File: config.mk
export PLATFORM = sky130hd
export DESIGN_NAME = vga_sync_receiver
export DESIGN_NICKNAME = d
export VERILOG_FILES = /design/src/rtl/vga_sync_receiver.sv
export SDC_FILE = /design/constraint.sdc
export NUM_CORES = 1
export LEC_CHECK = 0
export BUFFER_PORTS_ARGS = -buffer_cell sky130_fd_sc_hd__buf_2
export CAP_MARGIN = 5
export CORE_UTILIZATION = 50
export DETAILED_ROUTE_END_ITERATION = 16
export GPL_ROUTABILITY_DRIVEN = 0
export GPL_TIMING_DRIVEN = 0
export PLACE_DENSITY_LB_ADDON = 0.12
export SKIP_LAST_GASP = 1
export SLEW_MARGIN = 10
export SYNTH_ARGS = -nofsm -noshare
export SYNTH_HDL_FRONTEND = slang
export SYNTH_SLANG_ARGS = --single-unit
File: constraint.sdc
create_clock -name clk -period 10.27 [get_ports clk]
set_clock_uncertainty 0.1 [all_clocks]
set_input_delay 1.5405 -clock clk [delete_from_list [all_inputs] [get_ports clk]]
set_output_delay 1.5405 -clock clk [all_outputs]
set_load 0.01 [all_outputs]
File: src/rtl/vga_sync_receiver.sv
// vga_sync_receiver
//   Sink end of the VGA pixel interface. Samples hSync/vSync/RGB on each pix_en
//   strobe, recovers the raster position from the sync falling edges, locks once
//   LOCK_FRAMES consecutive frames have the expected geometry, and then forwards
//   active pixels and a per-frame 16-bit checksum. Any line or frame of the wrong
//   length while locked raises a sticky timing error and drops lock.
//
// Ports
//   clk, reset        system clock, synchronous active-high reset
//   pix_en            one-cycle pixel strobe; all sampling is gated by it
//   hSync, vSync      active-low syncs from the display controller
//   vga_rgb[11:0]     {R,G,B} 4 bits each
//   pix_valid         one-cycle pulse: pix_x/pix_y/pix_rgb carry an active pixel
//   pix_x[9:0]        recovered column
//   pix_y[8:0]        recovered row
//   pix_rgb[11:0]     sampled colour
//   frame_done        one-cycle pulse after the last active pixel of a locked frame
//   frame_sum[15:0]   checksum of the last completed frame
//   locked            timing locked
//   timing_err        sticky length-mismatch flag, cleared only by reset
module vga_sync_receiver #(
  parameter int H_ACTIVE    = 640,
  parameter int H_FP        = 16,
  parameter int H_SYNC      = 96,
  parameter int H_BP        = 48,
  parameter int V_ACTIVE    = 480,
  parameter int V_FP        = 10,
  parameter int V_SYNC      = 2,
  parameter int V_BP        = 33,
  parameter int LOCK_FRAMES = 2
) (
  input  logic        clk,
  input  logic        reset,
  input  logic        pix_en,
  input  logic        hSync,
  input  logic        vSync,
  input  logic [11:0] vga_rgb,
  output logic        pix_valid,
  output logic [9:0]  pix_x,
  output logic [8:0]  pix_y,
  output logic [11:0] pix_rgb,
  output logic        frame_done,
  output logic [15:0] frame_sum,
  output logic        locked,
  output logic        timing_err
);

  localparam int H_TOTAL = H_ACTIVE + H_FP + H_SYNC + H_BP;
  localparam int V_TOTAL = V_ACTIVE + V_FP + V_SYNC + V_BP;

  // Counter values that mark the window edges and the last count of a line/frame.
  localparam logic [9:0] H_START = 10'(H_SYNC + H_BP);
  localparam logic [9:0] H_END   = 10'(H_SYNC + H_BP + H_ACTIVE);
  localparam logic [9:0] H_LAST  = 10'(H_TOTAL - 1);
  localparam logic [9:0] V_START = 10'(V_SYNC + V_BP);
  localparam logic [9:0] V_END   = 10'(V_SYNC + V_BP + V_ACTIVE);
  localparam logic [9:0] V_LAST  = 10'(V_TOTAL - 1);
  localparam logic [9:0] X_LAST  = 10'(H_ACTIVE - 1);
  localparam logic [8:0] Y_LAST  = 9'(V_ACTIVE - 1);

  localparam int              CNT_W    = $clog2(LOCK_FRAMES + 1);
  localparam logic [CNT_W-1:0] CNT_LAST = CNT_W'(LOCK_FRAMES - 1);

  typedef enum logic [1:0] {SEARCH, MEASURE, LOCKED} state_t;

  state_t             state;
  logic               hPrev, vPrev;
  logic [9:0]         hcnt, vcnt;
  logic [CNT_W-1:0]   goodCnt;
  logic               badSeen;   // a bad line occurred in the frame being measured
  logic [15:0]        acc;
  logic               lastPend;  // last active pixel just went out; frame_done next

  logic       hFall, vFall, lineBad, frameBad, inWin, emit, isLast;
  logic [9:0] hcntNxt, vcntNxt, xNxt;
  logic [8:0] yNxt;

  assign hFall = pix_en & hPrev & ~hSync;
  assign vFall = pix_en & vPrev & ~vSync;

  // hcnt restarts at each hSync fall. vcnt restarts at vSync fall and otherwise
  // steps on hSync falls, so a coincident hSync fall does not bump row 0 to 1.
  assign hcntNxt = hFall ? 10'd0 : ((hcnt == 10'h3FF) ? hcnt : hcnt + 10'd1);
  assign vcntNxt = vFall ? 10'd0 :
                   ((hFall && vcnt != 10'h3FF) ? vcnt + 10'd1 : vcnt);

  // Lengths are judged from the count reached just before the falling edge.
  assign lineBad  = hFall && (hcnt != H_LAST);
  assign frameBad = vFall && (vcnt != V_LAST);

  // The window is evaluated on the position of the sample being taken now.
  assign inWin = (hcntNxt >= H_START) && (hcntNxt < H_END) &&
                 (vcntNxt >= V_START) && (vcntNxt < V_END);
  assign xNxt  = hcntNxt - H_START;
  assign yNxt  = 9'(vcntNxt - V_START);

  assign emit   = pix_en && (state == LOCKED) && inWin && !lineBad && !frameBad;
  assign isLast = (xNxt == X_LAST) && (yNxt == Y_LAST);

  always_ff @(posedge clk) begin
    if (reset) begin
      state      <= SEARCH;
      hPrev      <= 1'b1;
      vPrev      <= 1'b1;
      hcnt       <= '0;
      vcnt       <= '0;
      goodCnt    <= '0;
      badSeen    <= 1'b0;
      acc        <= '0;
      lastPend   <= 1'b0;
      pix_valid  <= 1'b0;
      pix_x      <= '0;
      pix_y      <= '0;
      pix_rgb    <= '0;
      frame_done <= 1'b0;
      frame_sum  <= '0;
      locked     <= 1'b0;
      timing_err <= 1'b0;
    end else begin
      pix_valid  <= 1'b0;
      frame_done <= 1'b0;
      lastPend   <= 1'b0;

      // acc already holds the last pixel by now; a lock loss in between
      // suppresses the pulse and leaves frame_sum alone.
      if (lastPend && state == LOCKED) begin
        frame_done <= 1'b1;
        frame_sum  <= acc;
      end

      if (pix_en) begin
        hPrev <= hSync;
        vPrev <= vSync;
        hcnt  <= hcntNxt;
        vcnt  <= vcntNxt;

        if (emit) begin
          pix_valid <= 1'b1;
          pix_x     <= xNxt;
          pix_y     <= yNxt;
          pix_rgb   <= vga_rgb;
          lastPend  <= isLast;
        end

        if (vFall)
          acc <= '0;
        else if (emit)
          acc <= acc + {4'd0, vga_rgb};

        case (state)
          SEARCH: begin
            if (vFall) begin
              state   <= MEASURE;
              goodCnt <= '0;
              badSeen <= 1'b0;
            end
          end
          MEASURE: begin
            if (vFall) begin
              badSeen <= 1'b0;
              if (frameBad || lineBad || badSeen) begin
                goodCnt <= '0;
              end else if (goodCnt == CNT_LAST) begin
                state   <= LOCKED;
                locked  <= 1'b1;
                goodCnt <= '0;
              end else begin
                goodCnt <= goodCnt + CNT_W'(1);
              end
            end else if (lineBad) begin
              goodCnt <= '0;
              badSeen <= 1'b1;
            end
          end
          LOCKED: begin
            if (lineBad || frameBad) begin
              state      <= SEARCH;
              locked     <= 1'b0;
              timing_err <= 1'b1;
              goodCnt    <= '0;
            end
          end
          default: state <= SEARCH;
        endcase
      end
    end
  end

endmodule

==> results by group <==
Run status
  – Run status: complete, no violations

Synth
  – Count of yosys warnings during synthesis: 0
  – Fraction of post-synthesis cell area in the top cell type by area: 37.13%
  – #FFs+latches synth: 95
  – Number of cells produced by synthesis: between 600 and 700
  – Number of flops mapped to enable cells by yosys: 0
  – Synth area leaders: dfxtp_1 37%, mux2i_1 6.8%, nand2_1 5.4%, nor2_1 5.1%, ha_1 4.6%
  – Register area share after synthesis: 37.13%
  – Total standard cell area after synthesis: 0.005122 mm²
  – List of most frequent post-synthesis cells: 95 x dfxtp_1, 74 x nand2_1, 70 x nor2_1
  – Share of synthesized registers carrying an async set or reset: 0%
  – Synthesized area per cell: around 8.4 µm²
  – Most frequently used flop master after synthesis: dfxtp_1
  – Number of nets in the synthesized netlist: between 600 and 700
  – Most frequently used cell type in the post-synthesis netlist: dfxtp_1
  – Leading area contributor after synthesis: dfxtp_1
  – Unique cell type count in the Yosys netlist: 67

Floorplan
  – Starting density of the core: around 52%
  – Die Wd: 103.2 µm
  – Area inside the core boundary: between 0.009 and 0.01 mm²
  – Num ports: 68
  – Die outline area: 0.01065 mm²
  – Overall die height: 103.2 µm
  – Number of core rows: 36

Worst setup path
  – Endpoint kind of the worst setup timing path: flip-flop
  – CP startpoint kind: input port
  – Type of the worst setup path: in -> reg
  – Arrival time at the worst endpoint: 4.93 ns
  – CP Data Required Time: 10.49 ns
  – Worst setup slack for register-to-register paths: slightly above 6 ns
  – FF-to-FF path depth: 16
  – Reg2reg end: acc[10]
  – Reg-to-Reg Start: hcnt[0]
  – Largest driver fanout on the critical path: 10

Clock tree
  – CTS Root Cell: clkbuf_8
  – Post-CTS Resized: 0
  – Num CTS Buffers: 9
  – TritonCTS clock tree: yes
  – Buffer count from post-CTS setup fixing: 0
  – H-tree depth: 3
  – CTS sink cnt: 95
  – Hold_buf cts: 0
  – Clock transition time at the flip-flop clock pins of the worst setup and hold paths: 0.10 ns
  – Largest buffer count on any clock path: 2
  – Clock insertion delay at the later pin of the skew report: 0.39 ns

Global route
  – Initial antenna violation count: 0
  – Gr ovfl total: 0
  – First-pass GRT wire length: 21,050 µm
  – Total GRT Usage: 26.22%
  – Via count of the first global-routing pass: ~4,100
  – Pin count of the biggest net entering global routing: 16

Drt
  – Drt drc: 0
  – Antenna viol nets, final: 0
  – Vias per std cell: 5.785
  – Total number of vias: 4,773
  – Total length of routed wires: ~13,000 µm
  – Average wire length per cell after detail routing: approximately 16 µm
  – DR pass1 iterations: 5
  – Number of design-rule violations left by the first detailed-router iteration: 244

Pwr
  – Largest voltage drop on the vdd net: 0.05777 mV
  – Combinational fraction of design power: 6.7%
  – Internal Power: 0.0005314 W
  – Share of total power in the clock network: 40.1%
  – Total Power Consumption: 0.0007017 W
  – Reported leakage power: 2.362 nW
  – Sequential share of power: 53.1%
  – Net Sw Power: 0.0001703 W
  – Power density of the placed cells: between 100 and 150 mW/mm²
  – Net Sw Frac: 24.27%

Timing
  – Final setup vio count: 0
  – Transition time of the tightest slew-check pin: 0.7610 ns
  – Fin. max-slew vios: 0
  – Number of hold-slack violations in the final timing report: 0
  – Tightest slew margin relative to the limit: 49.27%
  – TNS Setup: 0 ns
  – Maximum achievable frequency: approximately 210 MHz
  – Time the worst path needs with I/O delays and setup: roughly 4.7 ns
  – Share of the clock period used by the worst path after layout: between 40% and 50%
  – Setup repair after global routing missed its margin: no

Place
  – Number of buffers inserted by port buffering: 66
  – DP Wirelength: 9900 µm

Cells and area
  – Post-Route Utilization: 59.18%
  – Growth of design area from synthesis to finish: 13.97%
  – Proportion of layout cells with a drive suffix above 1: between 15 and 20%
  – Final net count: 725
  – Diodes inserted: 0

Worst hold path
  – Hold EP: frame_sum[3]
  – Startpoint of the most critical hold path: frame_sum[3]
  – Number of instances on the worst hold path: 2
  – Worst hold path type: reg -> reg

Job
  – Maxcap violations: 0
==> per-layer routing <==
layer	track usage, %	vias up	wire length [µm]
met5	0	-	0
met2	39.54	146	5900
met4	11.92	0	334
met1	36.87	2237	6342
met3	4.167	26	726
li1	-	2364	-
==> logic make-up after synthesis <==
kind of cell    share of synthesized area (%)
compound gates                          17.39
xor+xnor                                2.907
buf+inv                                 4.885
mux                                     7.059
simple gates                            25.60
flops                                   37.13
fa+ha+maj                               5.032
==> per-stage QoR <==
step	cells	instance area, µm²	hold slack [ns]	worst slack (ns)
2_1_floorplan	611	5122	0.3399	5.853
3_3_place_gp	810	5619	0.3425	5.284
3_5_place_dp	810	5619	0.3457	5.226
4_1_cts	825	5838	0.3586	5.631
5_1_grt	825	5838	0.3803	5.232
6_report	825	5838	0.3587	5.558
==> layout make-up <==
type,count,area (µm²)
repair buffers,66,330.3
plain buffers,37,212.7
clock buffers,11,141.4
multi-input cells,469,2970
clock inverters,4,77.57
flip-flops and latches,95,1902
inverters,10,37.54
fillers,899,4026
well taps,133,166.4
==> state kept, by name (all words and copies together) (netlist names) <==
| signal | flops |
|---|---|
| pix_x | 10 |
| hPrev | 1 |
| frame_done | 1 |
| acc | 16 |
| pix_rgb | 12 |
| pix_valid | 1 |
| hcnt | 10 |
| vcnt | 10 |
| goodCnt | 2 |
| pix_y | 9 |
| badSeen | 1 |
| lastPend | 1 |
| timing_err | 1 |
| state | 2 |
| locked | 1 |
| frame_sum | 16 |
| vPrev | 1 |
==> worst max path at each step <==
stage               start           to  slack (ns)  depth (start not counted)
CTS                 hSync      acc[11]        5.63                         16
global placement    hSync  pix_rgb[11]        5.28                         17
global route        hSync       acc[8]        5.23                         17
finish              hSync      acc[10]        5.56                         17
detailed placement  hSync   pix_rgb[8]        5.23                         17
floorplan           hSync      acc[14]        5.85                         15
==> power groups by stage <==
stage	clock [W]	combinational [W]	sequential (W)
detailed placement	0	0.0000464	0.000381
global route	0.000300	0.0000520	0.000373
finish	0.000282	0.0000472	0.000373
CTS	0.000286	0.0000468	0.000373
global placement	0	0.0000458	0.000381
floorplan	0	0.0000311	0.000381
==> critical path, cell delays in order <==
cell and delay, ns:
buf_2 0.13, and3b_1 0.19, bufbuf_8 0.25, buf_2 0.23, o31ai_1 0.17, xnor2_1 0.15, or2_2 0.31, inv_1 0.09
ha_1 0.22, inv_1 0.09, o2111a_1 0.16, o211ai_1 0.32, and3_1 0.20, buf_2 0.19, clkbuf_1 0.43, nand3_1 0.13
o21ai_0 0.10
==> placed cells by master (no fill, tap or decap), drive strengths merged, types with 4 or more instances in the layout <==
master and count:
a21oi 44, and4 8, and3 9, o21a 4, o21ai 28, a31oi 6, a31o 4, ha 19
nand2 74, nor2 70, xnor2 13, a211oi 16, mux2i 35, nand2b 4, clkbuf 34, nand3 30
or4 4, nor2b 4, inv 12, dfxtp 95, buf 79, nor4 6, o31ai 5, nand4 7
nor3 15, xor2 4, o211a 4, and2 10
No activity file was read; power rests on OpenSTA's default activity.
